File: src/rtl/button_pkg.sv
// Shared types and constants for the push-button front end (button_debounce, button_sync).
package button_pkg;

  // Encoding is chosen so that bit 1 is the debounced level and bit 0 is the
  // "qualifying" flag; the debouncer outputs are the state bits themselves.
  typedef enum logic [1:0] {
    ST_LOW      = 2'd0,
    ST_RISE_CHK = 2'd1,
    ST_HIGH     = 2'd2,
    ST_FALL_CHK = 2'd3
  } btn_state_e;

  // 10 ms at 100 MHz.
  localparam int unsigned DB_CYCLES_DEFAULT = 1000000;

endpackage : button_pkg

File: src/rtl/sync_2ff.sv
// Generic 1-bit two-flop synchronizer, asynchronous active-high reset to 0.
module sync_2ff (
  input  logic clk,
  input  logic rst,
  input  logic d_i,
  output logic q_o
);

  logic meta_q;
  logic sync_q;

  // Two back-to-back flops give the first stage a full cycle to resolve.
  always_ff @(posedge clk or posedge rst) begin
    if (rst) begin
      meta_q <= 1'b0;
      sync_q <= 1'b0;
    end else begin
      meta_q <= d_i;
      sync_q <= meta_q;
    end
  end

  assign q_o = sync_q;

endmodule : sync_2ff

File: src/rtl/button_debounce.sv
// Push-button debouncer: synchronizes the raw pin, then accepts a level change
// only after it has been seen for DB_CYCLES+1 consecutive samples.
// Build option: define BUTTON_DEBOUNCE_SYNC_EN to put a two-flop synchronizer
// on btn_raw (real pins); leave it undefined for a single input register when
// btn_raw is already synchronous to clk.
module button_debounce
  import button_pkg::*;
#(
  parameter int unsigned DB_CYCLES = DB_CYCLES_DEFAULT
) (
  input  logic clk,
  input  logic rst,
  input  logic btn_raw,
  output logic btn_db,
  output logic bouncing
);

  localparam int unsigned CNT_W = (DB_CYCLES > 1) ? $clog2(DB_CYCLES) : 1;
  localparam logic [CNT_W-1:0] CNT_LAST = CNT_W'(DB_CYCLES - 1);

  logic             btn_s;
  btn_state_e       state_q, state_d;
  logic [CNT_W-1:0] cnt_q, cnt_d;

`ifdef BUTTON_DEBOUNCE_SYNC_EN
  sync_2ff u_sync (
    .clk (clk),
    .rst (rst),
    .d_i (btn_raw),
    .q_o (btn_s)
  );
`else
  logic btn_s_q;

  // Single input register; btn_raw is already in the clk domain.
  always_ff @(posedge clk or posedge rst) begin
    if (rst) btn_s_q <= 1'b0;
    else     btn_s_q <= btn_raw;
  end

  assign btn_s = btn_s_q;
`endif

  // State and qualification counter registers.
  always_ff @(posedge clk or posedge rst) begin
    if (rst) begin
      state_q <= ST_LOW;
      cnt_q   <= '0;
    end else begin
      state_q <= state_d;
      cnt_q   <= cnt_d;
    end
  end

  // Next-state and counter logic; a contrary sample aborts qualification.
  always_comb begin
    state_d = state_q;
    cnt_d   = cnt_q;
    case (state_q)
      ST_LOW: begin
        if (btn_s) begin
          state_d = ST_RISE_CHK;
          cnt_d   = '0;
        end
      end
      ST_RISE_CHK: begin
        if (!btn_s) begin
          state_d = ST_LOW;
          cnt_d   = '0;
        end else if (cnt_q == CNT_LAST) begin
          state_d = ST_HIGH;
          cnt_d   = '0;
        end else begin
          cnt_d   = cnt_q + CNT_W'(1);
        end
      end
      ST_HIGH: begin
        if (!btn_s) begin
          state_d = ST_FALL_CHK;
          cnt_d   = '0;
        end
      end
      ST_FALL_CHK: begin
        if (btn_s) begin
          state_d = ST_HIGH;
          cnt_d   = '0;
        end else if (cnt_q == CNT_LAST) begin
          state_d = ST_LOW;
          cnt_d   = '0;
        end else begin
          cnt_d   = cnt_q + CNT_W'(1);
        end
      end
      default: begin
        state_d = ST_LOW;
        cnt_d   = '0;
      end
    endcase
  end

  // Moore outputs taken straight from the registered state bits.
  assign btn_db   = state_q[1];
  assign bouncing = state_q[0];

endmodule : button_debounce

File: config.mk
export PLATFORM = sky130hd
export DESIGN_NAME = button_debounce
export DESIGN_NICKNAME = d
export VERILOG_FILES = /design/src/rtl/button_pkg.sv /design/src/rtl/sync_2ff.sv /design/src/rtl/button_debounce.sv
export SDC_FILE = /design/constraint.sdc
export NUM_CORES = 1
export LEC_CHECK = 0
export CORE_ASPECT_RATIO = 0.9
export CORE_UTILIZATION = 33
export DETAILED_ROUTE_END_ITERATION = 8
export MAX_ROUTING_LAYER = met4
export PLACE_DENSITY = 0.52
export SLEW_MARGIN = 30
export SYNTH_ARGS = -nofsm -noshare
export SYNTH_HDL_FRONTEND = slang
export SYNTH_SLANG_ARGS = --single-unit
File: constraint.sdc
create_clock -name clk -period 2.1 [get_ports clk]
set_input_delay 0.42 -clock clk [delete_from_list [all_inputs] [get_ports clk]]
set_output_delay 0.42 -clock clk [all_outputs]
set_load 0.01 [all_outputs]
==> reports/metrics.yaml <==
floorplan:
  start_util: 0.357
  dieWidth_um: 66.9
  rows: 20
  ios: 5
  core_um2: 3500
  die_area_um2: 4040
  die_y_um: 60.4
layout:
  regArea_um2: 576
  area_growth_pct: 16.0
  multiInputGateArea_um2: 637
  fillers: 349
  drive_gt1_frac: 0.132
  fin_util: 0.414
  diodes: 0
  fin_nets: 157
timing:
  post-route-period-util: 0.932
  hold_viol_final: 0
  worst_slack_ns: 0.144
  setup_tns_ns: 0
  slew_violations: 0
  slew_headroom: 0.669
  clock.fmax_mhz: 511
  worst_pin_slew_ns: 0.492
  grt_setup_unrepaired: "true"
  fin_crit_ns: 1.96
  finClkSkew_ns: 0.00273
  whs_ns: 0.480
  setup_viol: 0
placed_design:
  routabilityCongestion: 0.801
  io_buffers: 4
  dp_hpwl_mm: 1.98
  place_ws_ns: 0.0371
yosys:
  async_flop_share: 1.00
  synth_warnings: 0
  ys_seq_area_frac: 0.460
  ys_seq_elements: 23
  synth_top_cell_by_area: "dfrtp_1"
  synth.top_cell.area_share: 0.460
  ys.flop_type: "dfrtp_1"
  avgSynthCellArea_um2: 9.07
  synth_most_common_cell: "dfrtp_1"
  synth_edf_count: 0
  synth_nets: 142
  synthTopCellsByArea: "dfrtp_1 46%, nand2_1 5.1%, a31oi_1 4.5%"
  syn_area_um2: 1250
  synthCells: 138
  synth_commonest_cells: "23 x dfrtp_1, 17 x nand2_1, 11 x nand3_1"
  synthDistinctLibCells: 32
worst_setup_path:
  arrival_ns: 2.12
  slowest_delay_ns: 0.55
  crit_start: "cnt_q[7]"
  r2r_cells: 5
  cp_top_family: "simple AND/OR/NAND/NOR gates"
  critPathSlowestCell: "or4b_4"
  worst_setup_path_start_kind: "register"
  critical_path.max_fanout: 11
  critPathRequiredTime_ns: 2.26
  r2r_slack_ns: 0.14
  crit_type: "register to register"
  worst-path-buf-inv: 0
  path_depth: 5
  endpoint_kind: "register"
  crit_path_cell_trace: "or4b_4 > nor4_4 > a21o_2 > nand2_1 > mux2_4"
  r2r-start: "cnt_q[7]"
hold_path:
  hp-class: "input port to asynchronous set/reset pin"
pwr:
  power-per-cell-area_nw_per_um2: 928
  p_leak_nw: 0.643
  finalPower_mw: 1.35
  ir_drop_uv: 505
clocking:
  cts_resized: 0
  clk_pin_slew_ns: 0.09
  cts_buffers: 3
  htreeDepth: 1
  cts.path.max_buffers: 2
  cts_tree: "done"
  hold_buffers: 0
  cts_sinks: 23
  cts-root-buf: "clkbuf_8"
  clock_latency_ns: 0.27
  cts_setup_buffers: 0
grt:
  grt_pass1_wl_mm: 4.73
  grt_start_max_net_pins: 24
  grt_util_all_layers: 0.163
  grt_pass1_vias: 1032
  antenna_found_initial: 0
  grt.overflow.total: 0
detailed_routing:
  dr.pass1.iters: 4
  via_count: 1103
  drc_errors: 0
  drt_iter0_markers: 29
  final_antenna_net_count: 0
  drt-total-wl_mm: 2.82
  post_drt_wl_per_cell_um: 14.4
  via_per_inst: 5.63
status:
  status: "finished clean"
flow_run:
  cap_violations: 0
-- sequential cells by signal (all words and copies together), names as in the netlist, named ones only --
register and flops:
btn_s 1, cnt_q 20, state_q 1
-- tightest hold or removal path: cells and delay by family --
kind | cells | cell delay (ns)
buffers and inverters | 3 | 0.73
-- per-stage QoR --
step | instance area (µm²) | std cells
final | 1450 | 196
after global routing | 1450 | 196
after CTS | 1450 | 196
after detailed placement | 1400 | 192
after global placement | 1400 | 192
after floorplan | 1250 | 138
-- power breakdown --
group	internal (mW)	switching (mW)
clock network	0.133	0.154
logic	0.204	0.308
registers	0.492	0.0565
total	0.828	0.519
-- per-layer routing --
metal / part of all wire / global-route usage
met1: 0.51 / 0.226
met2: 0.42 / 0.247
met3: 0.052 / 0.0226
met4: 0.012 / 0.0547
met5: 0 / -
-- logic make-up (layout without fill, tap and decap cells) --
| kind of cell | Yosys count | after routing | synth area share |
|---|---|---|---|
| compound gates | 38 | 38 | 0.186 |
| fa+ha+maj | 1 | 1 | 0.0100 |
| simple gates | 64 | 64 | 0.286 |
| xor+xnor | 2 | 2 | 0.0140 |
| mux | 1 | 1 | 0.0120 |
| flops | 23 | 23 | 0.460 |
| buf+inv | 9 | 23 | 0.0320 |
-- final cells by class --
class | count | share of cell area
Inverter | 4 | 0.0103
Clock inverter | 1 | 0.00345
Tap cell | 44 | 0.0379
Sequential cell | 23 | 0.397
Clock buffer | 3 | 0.0284
Timing Repair Buffer | 15 | 0.0845
Multi-Input combinational cell | 106 | 0.439
-- cells in the final DEF, fill, tap and decap left out, drive strengths merged --
cell / count
a31oi: 9
xor2: 2
clkdlybuf4s50: 4
nand3b: 2
clkbuf: 3
nor2b: 3
mux2: 1
nand2: 17
and4: 1
and2: 1
or4b: 1
nand2b: 3
nor2: 5
a32o: 1
nand4: 3
or3: 5
o21ai: 10
nand3: 11
and3: 6
ha: 1
nor3: 2
dfrtp: 23
a21o: 3
or2: 1
clkinv: 1
a21oi: 10
a41oi: 1
a22o: 4
buf: 11
or4: 1
inv: 4
nor4: 2
-- worst min-delay path by stage --
stage	cells after the start	slack, ns	to	startpoint
floorplan	1	0.42	asynchronous set/reset pin	rst
detailed placement	1	0.51	cnt_q[10]	cnt_q[10]
CTS	3	0.49	cnt_q[18]	rst
global route	3	0.51	cnt_q[1]	rst
finish	3	0.48	cnt_q[18]	rst
global placement	1	0.49	cnt_q[10]	cnt_q[10]
Note: power is estimated with default switching activity, not from simulation.
==> RTL edit 1, RTL diff (config.mk and constraints unchanged) <==
Put a register stage on the outputs `btn_db` and `bouncing`, cleared by the reset. The values now appear one clock later.
--- a/src/rtl/button_debounce.sv
+++ b/src/rtl/button_debounce.sv
@@ -99,8 +99,15 @@
   end
 
   // Moore outputs taken straight from the registered state bits.
-  assign btn_db   = state_q[1];
-  assign bouncing = state_q[0];
+  always_ff @(posedge clk or posedge rst) begin
+    if (rst) begin
+      btn_db   <= '0;
+      bouncing <= '0;
+    end else begin
+      btn_db   <= state_q[1];
+      bouncing <= state_q[0];
+    end
+  end
 
 endmodule : button_debounce
 
Function: changed (a bounded check fails within 4 cycles, from zero or initial values and one cycle with rst high).
==> RTL edit 1 against the original RTL <==
  * Sequential cell count rose by 2
  * Area after synthesis is 7.0% higher
  * Setup slack better by 0.046 ns
  * Hold slack got worse by 0.047 ns
  * Routed wire length down 0.43%
  * Clock power grew 3%
  * Cell area grew 2.8%
  * Power grew 6.3%
  * Via count down 4.2%
  * Largest power group unchanged
==> RTL edit 1: results <==
export IMPL_wl_per_cell_microns=14.6
export IMPL_clock_skew_final_ns=0.00624
export IMPL_cp_slowest_cell="dfrtp_1"
export IMPL_r2r_slack_ns=0.19
export IMPL_combPwrFrac=0.378
export IMPL_synth_area_top_cells="dfrtp_1 47%, nand2_1 5.3%, nand3_1 4.5%, a31oi_1 3.7%, a21oi_1 3.4%"
export IMPL_grt_pass1_wl_microns=5080
export IMPL_cts_htree_levels=1
export IMPL_synth_distinct_cells=42
export IMPL_first_global_vias=1010
export IMPL_largest_reg_flops=20
export IMPL_leakagePower_nw=0.627
export IMPL_gp_congestion=0.784
export IMPL_num_vias=1057
export IMPL_drive_above_1_share=0.164
export IMPL_dpl_instance_area_sq_um=1450
export IMPL_fin_cells=192
export IMPL_drtIter0Drc=84
export IMPL_synth_commonest_cells="25 x dfrtp_1, 19 x nand2_1, 12 x nand3_1"
export IMPL_p_seq_uw=596
export IMPL_track_usage=0.151
export IMPL_finalNetCount=151
export IMPL_holdWs_ns=0.433
export IMPL_min_path_type="register to register"
export IMPL_postCtsSetupBuffers=0
export IMPL_portBuffers=4
export IMPL_use_met3=0.0194
export IMPL_nFillCells=356
export IMPL_grt_use_met2=0.221
export IMPL_seq_power_share=0.416
export IMPL_cts_clk_slew_worst_paths_ns=0.09
export IMPL_ir_drop_mv=0.635
export IMPL_first_pass_iters=4
export IMPL_syn_instance_count=137
export IMPL_slew_violations=0
export IMPL_largest_register="cnt_q"
export IMPL_antenna_found_initial=0
export IMPL_arrival_ns=2.07
export IMPL_yosysSeqAreaShare=0.467
export IMPL_synthArstFlopShare=1.00
export IMPL_slowest_delay_ns=0.42
export IMPL_cts_resized=0
export IMPL_clock_path_buffers=2
export IMPL_num_antenna_cells=0
export IMPL_status="finished, final reports clean"
export IMPL_grt_max_degree=26
export IMPL_grtUsageMet1=0.218
export IMPL_clk_latency_ns=0.27
export IMPL_crit_path_max_fanout=10
export IMPL_hpwl_microns=1920
export IMPL_setup_slack_ns=0.189
export IMPL_worst_pin_slew_ns=0.410
export IMPL_p_switching_uw=536
[RTL edit 1: cell types whose count changed after synthesis, moves of 3 or more]
cell and change:
a22o_1 -3, and3_1 -5, and3_2 +3, nor2b_1 -3
[RTL edit 1: worst paths after layout]
kind                             endpoint     start  cells past startpoint
worst max-delay path             register  cnt_q[0]                      6
worst min-delay path               btn_db  register                      0
worst max register to register   register  cnt_q[0]                      6
worst min register to register     btn_db  register                      0
max in group asynchronous        cnt_q[6]       rst                      3
min in group asynchronous       cnt_q[15]       rst                      3
[RTL edit 1: critical path: cells and delay by family, from the launching register on]
| kind | cells | cell delay, ns |
|---|---|---|
| AOI/OAI and AO/OA | 1 | 0.25 |
| adders and majority gates | 1 | 0.26 |
| DFF | 1 | 0.42 |
| muxes | 1 | 0.32 |
| and+or+nand+nor | 3 | 0.55 |
[RTL edit 1: cells by family (layout without fill, tap and decap cells)]
family	Yosys count	in the layout	share of synthesized area
AND/OR/NAND/NOR	62	62	0.280
AO/OA/AOI/OAI	37	37	0.183
multiplexers	2	2	0.0159
adder cells (fa/ha/maj)	1	1	0.00934
flip-flops	25	25	0.467
XOR/XNOR	2	2	0.0131
buffers and inverters	8	17	0.0308
[RTL edit 1: cell type report]
| cell class | instances | area [sq um] | share of cell area |
|---|---|---|---|
| inverters | 4 | 15.0 | 0.0101 |
| clock buffers | 4 | 45.0 | 0.0302 |
| well taps | 46 | 57.6 | 0.0386 |
| flip-flops and latches | 25 | 626 | 0.419 |
| repair buffers | 9 | 77.6 | 0.0520 |
| multi-input cells | 104 | 672 | 0.450 |
[RTL edit 1: routing by layer]
layer / up-vias / part of all wire
met5: - / 0
met4: 0 / 0.010
met3: 4 / 0.035
met2: 21 / 0.45
met1: 510 / 0.51
li1: 522 / -
==> RTL edit 2, RTL diff (same settings) <==
Without the edit above. Build with the macro `BUTTON_DEBOUNCE_SYNC_EN` defined.
--- a/src/rtl/button_debounce.sv
+++ b/src/rtl/button_debounce.sv
@@ -3,6 +3,8 @@
 // Build option: define BUTTON_DEBOUNCE_SYNC_EN to put a two-flop synchronizer
 // on btn_raw (real pins); leave it undefined for a single input register when
 // btn_raw is already synchronous to clk.
+`define BUTTON_DEBOUNCE_SYNC_EN
+
 module button_debounce
   import button_pkg::*;
 #(
Behaviour: not the same (a bounded check fails within 4 cycles, from zero or initial values and one cycle with rst high).
==> RTL edit 2 against the original RTL <==
  * Cell area increased by 11%
  * Area after synthesis increased by 1.6%
  * Setup slack got worse by 0.13 ns
  * Sequential cell count increased by 1
  * Core utilization increased by 2.0 points
  * Via count increased by 1.5%
  * Count of clock-buffer cells in the layout increased by 1
  * Combinational power increased by 42%
  * Hold slack got worse by 0.12 ns
  * Die area increased by 1.6%
  * Non-clock buffer count increased by 12
  * Routed wire length increased by 3.4%
  * Power increased by 18%
==> RTL edit 2: results <==
export IMPL_crit_path_max_fanout=7
export IMPL_grt_use_met2=0.247
export IMPL_wl_met3_microns=121
export IMPL_synth_commonest_cells="24 x dfrtp_1, 15 x nand3_1, 14 x nand2_1"
export IMPL_min_from="u_sync.meta_q"
export IMPL_synth_area_top_cells="dfrtp_1 47%, nand3_1 5.9%, o21ai_0 4.7%, a21oi_1 4.3%, nand2_1 4.1%"
export IMPL_ir_drop_mv=0.479
export IMPL_wl_per_cell_microns=13.8
export IMPL_finalNetCount=170
export IMPL_largest_reg_flops=20
export IMPL_gp_congestion=0.807
export IMPL_clock_path_buffers=2
export IMPL_grtUsageMet1=0.228
export IMPL_min_path_type="register to register"
export IMPL_grt_pass1_wl_microns=4860
export IMPL_relSlewSlack=0.749
export IMPL_top_layer_used="met4"
export IMPL_synthArstFlopShare=1.00
export IMPL_drive_above_1_share=0.224
export IMPL_largest_register="cnt_q"
export IMPL_status="finished, final reports clean"
export IMPL_synth_area_mux_share=0.0354
export IMPL_first_global_vias=1011
export IMPL_clock_skew_final_ns=0.00411
export IMPL_synth_compound_area_share=0.176
export IMPL_yosysSeqAreaShare=0.472
export IMPL_nFillCells=352
export IMPL_post_place_ws_ns=-0.0152
export IMPL_num_vias=1120
export IMPL_cp_top_family="simple AND/OR/NAND/NOR gates"
export IMPL_synth_xor_area_frac=0.00689
export IMPL_hpwl_microns=2060
export IMPL_wl_met1_microns=1520
export IMPL_synth_fa_ha_area_frac=0.00984
export IMPL_num_antenna_cells=0
export IMPL_cp_slowest_cell="or4_4"
export IMPL_use_met3=0.0451
export IMPL_yosys_warnings=0
export IMPL_drtIter0Drc=79
export IMPL_arrival_ns=2.24
export IMPL_cts_clk_slew_worst_paths_ns=0.08
export IMPL_portBuffers=4
export IMPL_leakagePower_nw=0.664
export IMPL_cts_buffers=3
export IMPL_slowest_delay_ns=0.56
export IMPL_grt_max_degree=25
export IMPL_first_pass_iters=4
export IMPL_dpl_instance_area_sq_um=1480
export IMPL_wl_met2_microns=1260
export IMPL_synth_fp_nets=144
export IMPL_ctsRootBufferMaster="clkbuf_8"
export IMPL_synth_distinct_cells=32
export IMPL_track_usage=0.166
export IMPL_cts_htree_levels=1
export IMPL_crit_start="cnt_q[7]"
export IMPL_antenna_found_initial=0
==> RTL edit 2: changes by cell type after synthesis, sizes merged, moves of 3 or more <==
cell	delta
nor2b	-3
a21o	-3
mux2i	+3
nand3	+4
a31oi	-3
o21ai	+3
==> RTL edit 2: area by class of cell <==
cell class,instances,share of cell area
Multi-Input combinational cell,105,0.405
Sequential cell,24,0.373
Clock buffer,4,0.0342
Timing Repair Buffer,27,0.140
Inverter,5,0.0117
Tap cell,46,0.0358
==> RTL edit 2: worst paths after layout <==
path                            slack [ns]  cells past startpoint    endpoint
worst max-delay path                  0.02                      5    register
worst min register to register        0.36                      0  u_sync.q_o
worst max register to register        0.02                      5    register
worst min-delay path                  0.36                      0  u_sync.q_o
max in group asynchronous             1.38                      3    cnt_q[7]
min in group asynchronous             0.49                      3   cnt_q[16]
==> RTL edit 2: through the flow <==
stage	hold WS [ns]	util	std cells	power (mW)	setup TNS [ns]
2_1_floorplan	0.331	-	140	0.946	0
3_3_place_gp	0.336	0.400	204	1.17	0
3_5_place_dp	0.347	0.400	204	1.18	-0.0499
4_1_cts	0.367	0.416	208	1.50	-0.00981
5_1_grt	0.369	0.434	211	1.70	-0.385
6_report	0.361	0.434	211	1.59	0
==> RTL edit 2: report_power, final <==
| part | internal, mW | switching (mW) |
|---|---|---|
| Sequential | 0.504 | 0.0469 |
| Combinational | 0.366 | 0.362 |
| Clock | 0.168 | 0.147 |
| Total | 1.04 | 0.557 |
==> RTL edit 2: what timing repair did <==
action	CTS	global route
setup buffers	0	3
resized for setup	1	5
setup endpoints to repair	10	15
gates cloned	0	0
pin swaps	0	3
